## src/rtl/timer_display_pkg.sv

```systemverilog
`default_nettype none
// ============================================================================
//  Module      : timer_display_pkg
//  Description : Shared types and constants for the timer's multiplexed
//                7-segment display: scan state encoding, digit count,
//                segment constants and the active-high BCD segment table
//                (bit 0 = segment a ... bit 6 = segment g).
//  Revision    : 1.0 - initial release
// ============================================================================
package timer_display_pkg;

   typedef enum logic [1:0] {
      ST_IDLE  = 2'd0,
      ST_ON    = 2'd1,
      ST_BLANK = 2'd2
   } scan_state_t;

   localparam int NUM_DIGITS = 4;

   localparam logic [6:0] SEG_DASH = 7'h40;   // g only
   localparam logic [6:0] SEG_OFF  = 7'h00;

   // Index = BCD value; 10..15 are not decimal digits and show a dash.
   localparam logic [6:0] SEG_TABLE [16] = '{
      7'h3F, 7'h06, 7'h5B, 7'h4F, 7'h66, 7'h6D, 7'h7D, 7'h07,
      7'h7F, 7'h6F, SEG_DASH, SEG_DASH, SEG_DASH, SEG_DASH, SEG_DASH, SEG_DASH
   };

endpackage
`default_nettype wire

```

## src/rtl/bcd_to_seg.sv

```systemverilog
`default_nettype none
// ============================================================================
//  Module      : bcd_to_seg
//  Description : Combinational BCD to 7-segment decode with selectable
//                output polarity.
//  Ports       : bcd [3:0] in  - digit value (10..15 decode to a dash)
//                seg [6:0] out - segments a..g, bit 0 = a, polarity per
//                                ACTIVE_LOW
//  Revision    : 1.0 - initial release
// ============================================================================
module bcd_to_seg
   import timer_display_pkg::*;
#(
   parameter bit ACTIVE_LOW = 1'b1
) (
   input  logic [3:0] bcd,
   output logic [6:0] seg
);

   always_comb begin
      seg = ACTIVE_LOW ? ~SEG_TABLE[bcd] : SEG_TABLE[bcd];
   end

endmodule
`default_nettype wire

```

## src/rtl/display_scan_controller.sv

```systemverilog
`default_nettype none
// ============================================================================
//  Module      : display_scan_controller
//  Description : Scan sequencer for a 4-digit multiplexed 7-segment display.
//                Lights one digit at a time for DWELL_CYCLES, blanks all
//                anodes for BLANK_CYCLES between digits, decodes shadowed BCD
//                digits and updates the shadows only at frame boundaries.
//  Ports       : clock         in  - system clock
//                reset_n       in  - asynchronous active-low reset
//                enable        in  - 1 scans, 0 keeps the display dark
//                digit_data    in  - four BCD digits, [3:0] = digit 0
//                dp_mask       in  - decimal point enable per digit
//                load          in  - level request to latch data into shadows
//                load_ack      out - pulse in the cycle the shadows update
//                anode         out - one-hot digit enable or all off
//                segments      out - segments a..g, bit 0 = a
//                dp            out - decimal point
//                digit_select  out - index of the current/last-lit digit
//                frame_start   out - pulse in the first ON cycle of digit 0
//  Revision    : 1.0 - initial release
// ============================================================================
module display_scan_controller
   import timer_display_pkg::*;
#(
   parameter int DWELL_CYCLES = 16384,
   parameter int BLANK_CYCLES = 256,
   parameter bit ACTIVE_LOW   = 1'b1,
   parameter bit LZ_BLANK     = 1'b1
) (
   input  logic        clock,
   input  logic        reset_n,
   input  logic        enable,
   input  logic [15:0] digit_data,
   input  logic [3:0]  dp_mask,
   input  logic        load,
   output logic        load_ack,
   output logic [3:0]  anode,
   output logic [6:0]  segments,
   output logic        dp,
   output logic [1:0]  digit_select,
   output logic        frame_start
);

   localparam int C_CNT_MAX = (DWELL_CYCLES > BLANK_CYCLES) ? DWELL_CYCLES : BLANK_CYCLES;
   localparam int C_CNT_W   = $clog2(C_CNT_MAX + 1);

   localparam logic [C_CNT_W-1:0] C_DWELL_LAST = C_CNT_W'(DWELL_CYCLES - 1);
   localparam logic [C_CNT_W-1:0] C_BLANK_LAST = C_CNT_W'((BLANK_CYCLES > 0) ? BLANK_CYCLES - 1 : 0);

   localparam logic [3:0] C_AN_OFF  = ACTIVE_LOW ? 4'hF : 4'h0;
   localparam logic [6:0] C_SEG_OFF = ACTIVE_LOW ? ~SEG_OFF : SEG_OFF;
   localparam logic       C_DP_OFF  = ACTIVE_LOW;

   scan_state_t        r_state, w_state_nxt;
   logic [C_CNT_W-1:0] r_cnt, w_cnt_nxt;
   logic [1:0]         r_sel, w_sel_nxt;
   logic [15:0]        r_shadow, w_shadow_nxt;
   logic [3:0]         r_dpm, w_dpm_nxt;
   logic               r_load_ack, r_frame_start, r_dp;
   logic [3:0]         r_anode, w_anode_nxt;
   logic [6:0]         r_segments, w_seg_nxt;
   logic               w_dp_nxt;
   logic               w_boundary, w_capture;
   logic [3:0]         w_digit, w_onehot, w_zero_above;
   logic [6:0]         w_seg_dec;
   logic               w_lz, w_dp_on;

   // ---------------------------------------------------------------------
   // Scan sequencing: next state, dwell/blank counter and digit index
   // ---------------------------------------------------------------------
   always_comb begin
      w_state_nxt = r_state;
      w_cnt_nxt   = r_cnt;
      w_sel_nxt   = r_sel;
      if (!enable) begin
         w_state_nxt = ST_IDLE;
         w_cnt_nxt   = '0;
         w_sel_nxt   = '0;
      end else begin
         case (r_state)
            ST_IDLE: begin
               w_state_nxt = ST_ON;
               w_cnt_nxt   = '0;
               w_sel_nxt   = '0;
            end
            ST_ON: begin
               if (r_cnt == C_DWELL_LAST) begin
                  w_cnt_nxt = '0;
                  if (BLANK_CYCLES == 0) begin
                     // No gap configured: hop straight to the next digit.
                     w_sel_nxt = r_sel + 2'd1;
                  end else begin
                     w_state_nxt = ST_BLANK;
                  end
               end else begin
                  w_cnt_nxt = r_cnt + 1'b1;
               end
            end
            ST_BLANK: begin
               if (r_cnt == C_BLANK_LAST) begin
                  w_state_nxt = ST_ON;
                  w_cnt_nxt   = '0;
                  w_sel_nxt   = r_sel + 2'd1;
               end else begin
                  w_cnt_nxt = r_cnt + 1'b1;
               end
            end
            default: begin
               w_state_nxt = ST_IDLE;
               w_cnt_nxt   = '0;
               w_sel_nxt   = '0;
            end
         endcase
      end
   end

   always_ff @(posedge clock or negedge reset_n) begin
      if (!reset_n) begin
         r_state <= ST_IDLE;
         r_cnt   <= '0;
         r_sel   <= '0;
      end else begin
         r_state <= w_state_nxt;
         r_cnt   <= w_cnt_nxt;
         r_sel   <= w_sel_nxt;
      end
   end

   // ---------------------------------------------------------------------
   // Shadow update and output formation
   // ---------------------------------------------------------------------
   // Entering ON at digit 0 from anywhere other than ON digit 0 itself is a
   // frame boundary (IDLE->ON or the 3->0 wrap).
   always_comb begin
      w_boundary = (w_state_nxt == ST_ON) && (w_sel_nxt == 2'd0) &&
                   !((r_state == ST_ON) && (r_sel == 2'd0));
      // The requester still holds load during the ack cycle, so a request is
      // not taken twice back to back.
      w_capture  = load && !r_load_ack && ((r_state == ST_IDLE) || w_boundary);
      w_shadow_nxt = w_capture ? digit_data : r_shadow;
      w_dpm_nxt    = w_capture ? dp_mask    : r_dpm;
   end

   // Decode from the next-cycle digit so the registered anode, segments and
   // dp all switch on the same edge.
   always_comb begin
      w_digit = w_shadow_nxt[{w_sel_nxt, 2'b00} +: 4];
   end

   bcd_to_seg #(
      .ACTIVE_LOW (ACTIVE_LOW)
   ) u_bcd_to_seg (
      .bcd (w_digit),
      .seg (w_seg_dec)
   );

   always_comb begin
      // w_zero_above[k]: digit k and every more significant digit are zero.
      w_zero_above[3] = ~|w_shadow_nxt[15:12];
      w_zero_above[2] = w_zero_above[3] & ~|w_shadow_nxt[11:8];
      w_zero_above[1] = w_zero_above[2] & ~|w_shadow_nxt[7:4];
      w_zero_above[0] = 1'b0;
      w_lz     = LZ_BLANK && w_zero_above[w_sel_nxt];
      w_dp_on  = w_dpm_nxt[w_sel_nxt];
      w_onehot = 4'b0001 << w_sel_nxt;

      w_anode_nxt = C_AN_OFF;
      w_seg_nxt   = C_SEG_OFF;
      w_dp_nxt    = C_DP_OFF;
      if (w_state_nxt == ST_ON) begin
         // A suppressed leading zero keeps its anode only to show its dp.
         if (!w_lz || w_dp_on) begin
            w_anode_nxt = ACTIVE_LOW ? ~w_onehot : w_onehot;
         end
         if (!w_lz) begin
            w_seg_nxt = w_seg_dec;
         end
         w_dp_nxt = w_dp_on ^ ACTIVE_LOW;
      end
   end

   always_ff @(posedge clock or negedge reset_n) begin
      if (!reset_n) begin
         r_shadow      <= '0;
         r_dpm         <= '0;
         r_load_ack    <= 1'b0;
         r_frame_start <= 1'b0;
         r_anode       <= C_AN_OFF;
         r_segments    <= C_SEG_OFF;
         r_dp          <= C_DP_OFF;
      end else begin
         r_shadow      <= w_shadow_nxt;
         r_dpm         <= w_dpm_nxt;
         r_load_ack    <= w_capture;
         r_frame_start <= w_boundary;
         r_anode       <= w_anode_nxt;
         r_segments    <= w_seg_nxt;
         r_dp          <= w_dp_nxt;
      end
   end

   assign load_ack     = r_load_ack;
   assign frame_start  = r_frame_start;
   assign anode        = r_anode;
   assign segments     = r_segments;
   assign dp           = r_dp;
   assign digit_select = r_sel;

endmodule
`default_nettype wire

```

## config.mk

```make
export PLATFORM = sky130hd
export DESIGN_NAME = display_scan_controller
export DESIGN_NICKNAME = d
export VERILOG_FILES = /design/src/rtl/timer_display_pkg.sv /design/src/rtl/bcd_to_seg.sv /design/src/rtl/display_scan_controller.sv
export SDC_FILE = /design/constraint.sdc
export NUM_CORES = 1
export LEC_CHECK = 0
export CAP_MARGIN = 20
export CORE_ASPECT_RATIO = 1.5
export CORE_MARGIN = 3
export CORE_UTILIZATION = 50
export DETAILED_ROUTE_END_ITERATION = 12
export GPL_ROUTABILITY_DRIVEN = 0
export PLACE_DENSITY = 0.77
export SLEW_MARGIN = 20
export SYNTH_ARGS = -nofsm -noshare
export SYNTH_HDL_FRONTEND = slang
export SYNTH_HIERARCHICAL = 1
export SYNTH_SLANG_ARGS = --single-unit
export TNS_END_PERCENT = 10
```

## constraint.sdc

```tcl
create_clock -name clock -period 3.5 [get_ports clock]
set_input_delay 0.525 -clock clock [delete_from_list [all_inputs] [get_ports clock]]
set_output_delay 0.525 -clock clock [all_outputs]
set_load 0.005 [all_outputs]
```

==> flow_summary_export.csv, run 1 <==
group,metric,value,unit
clock_tree,tritoncts_num_sinks,53,
cells_and_area,filler_cell_count,425,
floorplan,floorplan.initialDensity,0.530,
synth,yosys_warnings,6,
synth,synthCells,277,
clock_tree,path_clk_slew,90,ps
cells_and_area,final_cell_mix,"dfrtp_1 (40), clkdlybuf4s50_1 (38), buf_4 (28)",
synth,syn_area,2960,µm²
synth,ys_async_sr_fraction,1.00,
synth,synth_enable_flop_cells,0,
clock_tree,cts_root_buffer,"clkbuf_8",
setup_path,critPathCaptureType,"flop",
global_routing,grt_max_degree,33,
floorplan,die_width,68.8,µm
floorplan,core_area,5570,µm²
route,wl_per_cell,15.4,µm
worst_hold_path,timing.hold.worst.class,"input pin to async pin",
route,route.detailed.vias_per_inst,5.52,
cells_and_area,fin_util,0.678,
setup_path,cp.arrival,3620,ps
synth,syn_area_per_cell,10.7,µm²
global_routing,grt.total_usage,0.203,
sta,final_max_slew_viol_count,0,
place,dpl.cell_count,402,
sta,max_slew.worst_pin.slew,699,ps
global_routing,grt_pass1_vias,2394,
setup_path,setup.reg_to_reg.worst_slack,110,ps
synth,share_of_the_yosys_chip_area_belonging_to_registers,0.454,
global_routing,grt_overflow,0,
clock_tree,ctsHtreeMaxLevel,2,
global_routing,grt_pass1_wl,10700,µm
cells_and_area,multiInputGateArea,1510,µm²
cells_and_area,diodes,0,
sta,clock_skew,3.35,ps
route,initialDrtViolationCount,104,
clock_tree,holdBufCountCts,0,
sta,relSlewSlack,0.534,
synth,synth_fp_nets,312,
cells_and_area,final_cell_area,3780,µm²
setup_path,rr_startpoint,"r_cnt[0]",
setup_path,worstRegToRegCells,14,
pwr,irDropWorstVdd,0.317,mV
sta,timing.final.crit_period,3390,ps
sta,setup_viols_final,0,
cells_and_area,finish.net_count,381,
flow_run,maxCapViolations,0,
floorplan,placement_rows,33,
setup_path,worst-path-max-fanout,6,
cells_and_area,finalNonFillerCells,417,
route,detail_route.first_pass.iterations,4,
place,place_worst_setup_slack,-179,ps
sta,timing.final.ws_setup,114,ps
setup_path,critical_path_class,"flop to flop",
synth,synth.top_cells.by_area,"dfrtp_1 (35%), dfstp_2 (11%), ha_1 (4.7%), nor2_1 (3.2%), mux2_2 (3.0%)",
place,port_buffers,39,
setup_path,worstPathRequired,3740,ps
cells_and_area,final_common_cell,"dfrtp_1",
route,finalWirelength,6440,µm
route,drc,0,
cells_and_area,register_area,1340,µm²
floorplan,die_h,100,µm
sta,rsz0062_at_grt,"true",
sta,final_hold_viol_count,0,
clock_tree,cts-root-to-sink-buffers,2,
floorplan,die_area,6890,µm²
synth,synth_top_flop_cell,"dfrtp_1",
clock_tree,numCtsBuffers,5,
pwr,total_leakage_power,1.64,nW
route,ant_nets,0,
sta,max_clock_freq,295,MHz
place,place_area,3550,µm²
synth,ys_ff_latch,53,
synth,synthDistinctLibCells,63,
sta,final_min_period_over_clock_period,0.967,
pwr,p_per_area,419,nW/µm²
synth,synth_top_cell_by_area,"dfrtp_1",
place,dp.final_hpwl,4850,µm
synth,synth_largest_type_area_fraction,0.347,
setup_path,startpoint_type,"flop",
route,dr_total_vias,2302,
sta,fin_setup_tns,0,ps
clock_tree,insertion_delay,300,ps
clock_tree,clock_tree_from_tritoncts,"yes",
outcome,outcome,"finished clean",
cells_and_area,area_growth_syn_to_layout,27.9,%
global_routing,antenna_found_initial,0,
setup_path,regToRegEndpoint,"segments[2]",
cells_and_area,post_route_cells_drive_above_1_share,0.271,
floorplan,i_o_pin_total,40,
-- layout make-up --
cell class                 instances  area share
clock buffer                       6      0.0218
clock inverter                     2     0.00993
inverter                          23      0.0228
multi-input combinational        193       0.398
sequential                        53       0.355
tap                               70      0.0232
timing repair buffer              70       0.169
-- timing repair --
item,in CTS,in global routing
setup endpoints to repair,5,7
resized for setup,2,17
pin swaps,0,5
setup buffers,0,7
-- flip-flops by register name (all words and copies together), names as in the netlist --
register,cells
segments,7
frame_start,1
load_ack,1
dp,1
r_state,2
r_dpm,4
anode,4
r_cnt,15
digit_select,2
r_shadow,16
-- worst max path at each step --
stage / slack, ps / start / endpoint
finish: 110 / r_cnt[0] / segments[2]
global route: -10 / r_cnt[0] / segments[3]
CTS: 50 / r_cnt[0] / segments[2]
detailed placement: -180 / enable / segments[2]
global placement: -40 / enable / segments[1]
floorplan: 70 / r_cnt[0] / segments[2]
-- report_power, final --
group | switching [mW] | internal (mW) | total [mW]
clock network | 0.200 | 0.233 | 0.433
logic | 0.191 | 0.229 | 0.420
registers | 0.0354 | 0.697 | 0.733
-- cells by family (layout without fill, tap and decap cells) --
group,Yosys count,count (layout),synth area share
buf+inv,31,101,0.0525
simple gates,96,96,0.190
mux,19,19,0.0720
fa+ha+maj,11,11,0.0466
flops,53,53,0.454
compound gates,55,55,0.150
xor+xnor,12,12,0.0356
-- worst max-delay path, cell delays in order (launching register included) --
cell	delay [ps]
dfrtp_1	370
ha_2	210
nand3_1	140
or4_4	470
nand3_2	120
a21oi_4	80
a32oi_4	330
buf_6	190
mux2i_2	270
nor2_1	100
a211o_4	360
ha_1	180
nor2b_2	150
a22o_1	220
nand2b_1	130
-- layer usage --
layer | up-vias | share of wire | global-route usage | routed length, µm
li1 | 1117 | - | - | -
met1 | 1127 | 0.40 | 0.239 | 2570
met2 | 46 | 0.55 | 0.361 | 3550
met3 | 12 | 0.032 | 0.0347 | 209
met4 | 0 | 0.016 | 0.0676 | 106
met5 | - | 0 | 0 | 0
-- metrics by stage --
stage | power [mW] | hold WS (ps)
final | 1.59 | 256
after global routing | 1.67 | 310
after detailed placement | 1.14 | 458
after floorplan | 0.975 | 229
after global placement | 1.13 | 454
after CTS | 1.58 | 287
-- synthesized netlist by cell type, drive strengths merged (3+ instances only) --
library cell / count
nor2b: 8
dfrtp: 41
o31ai: 4
nand2: 12
xor2: 7
and2: 5
a211o: 4
nor4: 5
ha: 11
nand2b: 8
inv: 23
xnor2: 5
nor3: 3
mux2: 12
a22oi: 4
clkbuf: 4
and4: 3
nand3: 10
mux2i: 7
dfstp: 12
nor2: 25
nand4: 5
o21ai: 13
buf: 4
o21a: 3
and3: 4
o2bb2ai: 4
a21oi: 10
Note: power is estimated with default switching activity, not from simulation.
==> run 2, diff against run 1 <==
--- a/config.mk
+++ b/config.mk
@@ -5,9 +5,9 @@
 export SDC_FILE = /design/constraint.sdc
 export NUM_CORES = 1
 export LEC_CHECK = 0
-export CAP_MARGIN = 20
+export CAP_MARGIN = 0
 export CORE_ASPECT_RATIO = 1.5
-export CORE_MARGIN = 3
+export CORE_MARGIN = 1
 export CORE_UTILIZATION = 50
 export DETAILED_ROUTE_END_ITERATION = 12
 export GPL_ROUTABILITY_DRIVEN = 0
==> run 2 against run 1 <==
Net effect: sequential power is essentially flat; count of clock-buffer cells in the layout is the same; first-iteration DRC count grew 36%; critical endpoint unchanged; combinational power grew 4.8%; maximum frequency shrank 0.39%; global-route usage grew 2.3 points.
==> flow_summary_export.csv, run 2 (synthesized netlist as in run 1, its figures left out) <==
group,metric,value,unit
outcome,outcome,"finished clean",
setup_path,worstRegToRegCells,14,
setup_path,cp.arrival,3640,ps
clock_tree,numCtsBuffers,5,
sta,fin_worst_hold_slack,337,ps
route,ant_nets,0,
global_routing,antenna_found_initial,0,
route,initialDrtViolationCount,141,
cells_and_area,filler_cell_count,422,
floorplan,floorplan.initialDensity,0.530,
cells_and_area,post_route_cells_drive_above_1_share,0.301,
floorplan,die_width,64.8,µm
sta,timing.final.ws_setup,101,ps
clock_tree,clock_tree_from_tritoncts,"yes",
clock_tree,ctsHtreeMaxLevel,2,
worst_hold_path,timing.hold.worst.class,"input pin to async pin",
pwr,irDropWorstVdd,0.454,mV
setup_path,critPathSlowestCell,"dfrtp_1",
floorplan,placement_rows,33,
cells_and_area,final_cell_mix,"clkdlybuf4s50_1 (38), dfrtp_1 (34), buf_4 (31)",
sta,final_max_slew_viol_count,0,
route,route.detailed.vias_per_inst,5.61,
setup_path,crit_buf_inv,2,
sta,max_clock_freq,294,MHz
cells_and_area,final_common_cell,"clkdlybuf4s50_1",
cells_and_area,largest_register_ffs,16,
route,finalWirelength,6650,µm
place,dp.final_hpwl,4810,µm
floorplan,die_h,96.2,µm
cells_and_area,fin_util,0.691,
floorplan,core_area,5570,µm²
pwr,p_per_area,391,nW/µm²
route,wl_per_cell,15.9,µm
pwr,power.total,1.51,mW
setup_path,critical_path.cell_chain,"ha_4 > and3_4 > and4_4 > o21ai_2 > a21oi_4 > a32oi_4 > buf_12 > mux2_2 > o2bb2ai_1 > a211o_1 > buf_4 > or2_4 > a22o_1 > nand2b_1",
cells_and_area,finalNonFillerCells,419,
clock_tree,holdBufCountCts,0,
route,detail_route.first_pass.iterations,4,
route,drc,0,
sta,setup_viols_final,0,
global_routing,grt_max_degree,41,
cells_and_area,area_growth_syn_to_layout,30.4,%
setup_path,critical_path_depth,14,
setup_path,critical_path.top_delay_family,"compound AO/OA/AOI/OAI gates",
flow_run,maxCapViolations,0,
place,port_buffers,39,
cells_and_area,max_flop_register,"r_shadow",
clock_tree,path_clk_slew,90,ps
cells_and_area,finish.net_count,383,
place,place_worst_setup_slack,-129,ps
setup_path,startpoint_type,"flop",
setup_path,critPathCaptureType,"flop",
clock_tree,cts-root-to-sink-buffers,2,
pwr,total_leakage_power,1.66,nW
global_routing,grt_pass1_wl,10700,µm
route,dr_total_vias,2352,
clock_tree,insertion_delay,300,ps
clock_tree,tritoncts_num_sinks,53,
global_routing,grt_pass1_vias,2289,
sta,timing.final.crit_period,3400,ps
clock_tree,cts_root_buffer,"clkbuf_8",
sta,rsz0062_at_grt,"true",
sta,final_min_period_over_clock_period,0.971,
sta,clock_skew,6.53,ps
sta,max_slew.worst_pin.slew,882,ps
setup_path,worst-path-max-fanout,7,
setup_path,critical_path_class,"flop to flop",
place,dpl.cell_count,402,
floorplan,i_o_pin_total,40,
global_routing,grt_overflow,0,
cells_and_area,diodes,0,
global_routing,grt.total_usage,0.226,
setup_path,worstPathRequired,3740,ps
sta,final_hold_viol_count,0,
floorplan,die_area,6230,µm²
sta,relSlewSlack,0.412,
setup_path,cpPeakStageDelay,440,ps
==> run 2: changes by cell type in the layout (fill, tap and decap cells not counted), sizes merged <==
cell / change
clkinv: +2
buf: +1
bufinv: -1
clkbuf: +1
clkinvlp: -1
==> run 2: cell type report <==
cell class | count | area, µm² | area share
repair buffers | 72 | 663 | 0.172
multi-input cells | 193 | 1580 | 0.411
flip-flops and latches | 53 | 1350 | 0.350
inverters | 23 | 86.3 | 0.0224
clock buffers | 6 | 72.6 | 0.0188
well taps | 70 | 87.6 | 0.0227
clock inverters | 2 | 10.0 | 0.00260
==> run 2: path summary, 6_finish.rpt <==
check | start | endpoint | slack (ps)
hold / removal | reset_n | load_ack | 340
setup / recovery | r_cnt[0] | segments[2] | 100
max in group asynchronous | reset_n | r_cnt[4] | 2410
setup reg to reg | r_cnt[0] | segments[2] | 100
min in group clock | r_shadow[3] | r_shadow[3] | 510
hold reg to reg | r_shadow[3] | r_shadow[3] | 510
==> run 2: what timing repair did <==
item | in CTS | in global routing
pin swaps | 0 | 7
hold endpoints to repair | 0 | 0
cloned | 0 | 1
setup endpoints to repair | 3 | 7
setup buffers | 0 | 8
resized for setup | 1 | 33
==> run 2: per-stage QoR <==
| stage | instance area (µm²) | setup TNS, ps |
|---|---|---|
| floorplan | 2960 | 0 |
| global placement | 3550 | -297 |
| detailed placement | 3550 | -633 |
| CTS | 3640 | 0 |
| global route | 3850 | -4.56 |
| finish | 3850 | 0 |
==> run 2: where the power goes <==
| group | total, mW | switching [mW] | internal, mW |
|---|---|---|---|
| combinational | 0.440 | 0.198 | 0.243 |
| sequential | 0.735 | 0.0376 | 0.697 |
| clock | 0.332 | 0.193 | 0.139 |
==> run 2: worst reg2reg max path, cell delays in order, from the launching register on <==
cell and delay, ps:
dfrtp_1 440, ha_4 190, and3_4 210, and4_4 220, o21ai_2 200, a21oi_4 90, a32oi_4 300, buf_12 160
mux2_2 350, o2bb2ai_1 130, a211o_1 340, buf_4 160, or2_4 250, a22o_1 170, nand2b_1 130
==> run 2: per-layer routing <==
metal / global-route usage / share of wire
met1: 0.266 / 0.40
met4: 0.104 / 0.020
met5: 0 / 0
met2: 0.397 / 0.55
met3: 0.0391 / 0.035
==> run 3, diff against run 2 <==
--- a/config.mk
+++ b/config.mk
@@ -12,6 +12,7 @@
 export DETAILED_ROUTE_END_ITERATION = 12
 export GPL_ROUTABILITY_DRIVEN = 0
 export PLACE_DENSITY = 0.77
+export RECOVER_POWER = 100
 export SLEW_MARGIN = 20
 export SYNTH_ARGS = -nofsm -noshare
 export SYNTH_HDL_FRONTEND = slang
==> run 3 against run 2 <==
Net effect: the flow now finishes with violations (max-capacitance violations, max-slew violations); count of clock-buffer cells in the layout stayed put; utilization is 0.16 points lower; clock skew hardly changed; sequential power hardly changed; highest routed layer unchanged; sequential share of layout area is 0.080 points higher.
==> flow_summary_export.csv, run 3 (synthesized netlist as in run 1, its figures left out) <==
group,metric,value,unit
outcome,outcome,"complete, but fails checks",
outcome,violations,"max-capacitance violations, max-slew violations",
global_routing,grt_pass1_vias,2289,
route,dr_total_vias,2343,
setup_path,regToRegEndpoint,"segments[2]",
sta,max_clock_freq,294,MHz
sta,clock_skew,6.48,ps
floorplan,core_area,5570,µm²
cells_and_area,final_common_cell,"dfrtp_1",
sta,final_hold_viol_count,0,
clock_tree,clock_tree_from_tritoncts,"yes",
global_routing,antenna_found_initial,0,
route,finalWirelength,6620,µm
floorplan,i_o_pin_total,40,
worst_hold_path,timing.hold.worst_path_depth,1,
setup_path,critical_path.cell_chain,"ha_4 > and3_4 > and4_4 > o21ai_2 > a21oi_4 > a32oi_4 > buf_12 > mux2_2 > o2bb2ai_1 > a211o_1 > buf_4 > or2_4 > a22o_1 > nand2b_1",
pwr,power.total,1.50,mW
route,initialDrtViolationCount,130,
pwr,power.internal,1.07,mW
pwr,irDropWorstVdd,0.455,mV
route,wl_per_cell,15.8,µm
place,place_worst_setup_slack,-129,ps
place,port_buffers,39,
sta,fin_setup_tns,0,ps
floorplan,die_h,96.2,µm
clock_tree,path_clk_slew,90,ps
sta,rsz0062_at_grt,"true",
place,dp.final_hpwl,4810,µm
cells_and_area,max_flop_register,"r_shadow",
clock_tree,holdBufCountCts,0,
cells_and_area,final_cell_area,3840,µm²
floorplan,floorplan.initialDensity,0.530,
setup_path,critPathSlowestCell,"dfrtp_1",
floorplan,die_area,6230,µm²
floorplan,placement_rows,33,
cells_and_area,finalNonFillerCells,419,
cells_and_area,finish.net_count,383,
pwr,combinationalPowerShare,0.289,
clock_tree,numCtsBuffers,5,
pwr,total_leakage_power,1.64,nW
global_routing,grt.total_usage,0.226,
sta,fin_worst_hold_slack,507,ps
setup_path,worstPathRequired,3740,ps
global_routing,grt_max_degree,41,
floorplan,die_width,64.8,µm
setup_path,cp.arrival,3630,ps
setup_path,cpPeakStageDelay,440,ps
global_routing,grt_overflow,0,
worst_hold_path,hold_start,"r_shadow[3]",
sta,timing.final.crit_period,3400,ps
cells_and_area,area_growth_syn_to_layout,30.1,%
place,dpl.cell_count,402,
clock_tree,cts-root-to-sink-buffers,2,
sta,final_min_period_over_clock_period,0.970,
cells_and_area,post_route_cells_drive_above_1_share,0.292,
sta,final_max_slew_viol_count,41,
setup_path,crit_buf_inv,2,
sta,max_slew.worst_pin.slew,2060,ps
cells_and_area,fin_util,0.690,
setup_path,startpoint_type,"flop",
pwr,sw_frac_of_total,0.284,
worst_hold_path,timing.hold.worst.class,"flop to flop",
setup_path,worst-path-max-fanout,7,
cells_and_area,largest_register_ffs,16,
route,detail_route.first_pass.iterations,4,
setup_path,rr_startpoint,"r_cnt[0]",
pwr,power_frac_seq,0.489,
clock_tree,cts_root_buffer,"clkbuf_8",
pwr,p_per_area,390,nW/µm²
setup_path,critical_path_class,"flop to flop",
cells_and_area,diodes,0,
flow_run,maxCapViolations,1,
setup_path,critical_path.top_delay_family,"compound AO/OA/AOI/OAI gates",
route,drc,0,
setup_path,worstRegToRegCells,14,
clock_tree,insertion_delay,300,ps
clock_tree,ctsHtreeMaxLevel,2,
pwr,clock_power_share,0.222,
pwr,total_switching_power,0.427,mW
setup_path,critPathCaptureType,"flop",
cells_and_area,final_cell_mix,"dfrtp_1 (34), buf_4 (29), clkdlybuf4s50_1 (28)",
sta,relSlewSlack,-0.371,
sta,timing.final.ws_setup,103,ps
route,route.detailed.vias_per_inst,5.59,
worst_hold_path,min_delay_endpoint,"r_shadow[3]",
place,place_area,3550,µm²
sta,setup_viols_final,0,
setup_path,setup.reg_to_reg.worst_slack,100,ps
global_routing,grt_pass1_wl,10700,µm
clock_tree,tritoncts_num_sinks,53,
route,ant_nets,0,
[run 3: timing repair]
| item | in CTS | in global routing |
|---|---|---|
| pin swaps | 0 | 7 |
| gates cloned | 0 | 1 |
| buffers inserted | 0 | 8 |
| endpoints found under the setup margin | 3 | 7 |
| resized for setup | 1 | 33 |
[run 3: layout make-up]
type	count	area, µm²
clock buffers	6	72.6
clock inverters	2	10.0
fillers	427	1730
inverters	23	86.3
multi-input cells	193	1580
flip-flops and latches	53	1350
well taps	70	87.6
repair buffers	72	654
[run 3: power by group through the flow]
stage          logic [mW]  clock network, mW  registers, mW
6_report            0.433              0.333          0.734
5_1_grt             0.477              0.366          0.741
4_1_cts             0.398              0.342          0.730
3_5_place_dp        0.396                  0          0.741
3_3_place_gp        0.385                  0          0.739
2_1_floorplan       0.241                  0          0.735
[run 3: metal layers]
metal / track usage / routed length (µm) / vias to the layer above
li1: - / - / 1116
met1: 0.266 / 2550 / 1150
met2: 0.397 / 3680 / 63
met3: 0.0391 / 234 / 14
met4: 0.104 / 151 / 0
met5: 0 / 0 / -
[run 3: worst max-delay path by stage]
| stage | slack [ps] | depth (start not counted) | endpoint | from |
|---|---|---|---|---|
| 2_1_floorplan | 70 | 16 | segments[2] | r_cnt[0] |
| 3_3_place_gp | -80 | 14 | segments[2] | enable |
| 3_5_place_dp | -130 | 14 | segments[3] | enable |
| 4_1_cts | 30 | 14 | segments[3] | r_cnt[0] |
| 5_1_grt | -5 | 14 | segments[2] | r_cnt[0] |
| 6_report | 100 | 14 | segments[2] | r_cnt[0] |
[run 3: worst reg2reg max path: stages (launching register included)]
cell	delay, ps
dfrtp_1	440
ha_4	190
and3_4	210
and4_4	220
o21ai_2	190
a21oi_4	90
a32oi_4	300
buf_12	160
mux2_2	340
o2bb2ai_1	130
a211o_1	340
buf_4	170
or2_4	250
a22o_1	170
nand2b_1	130
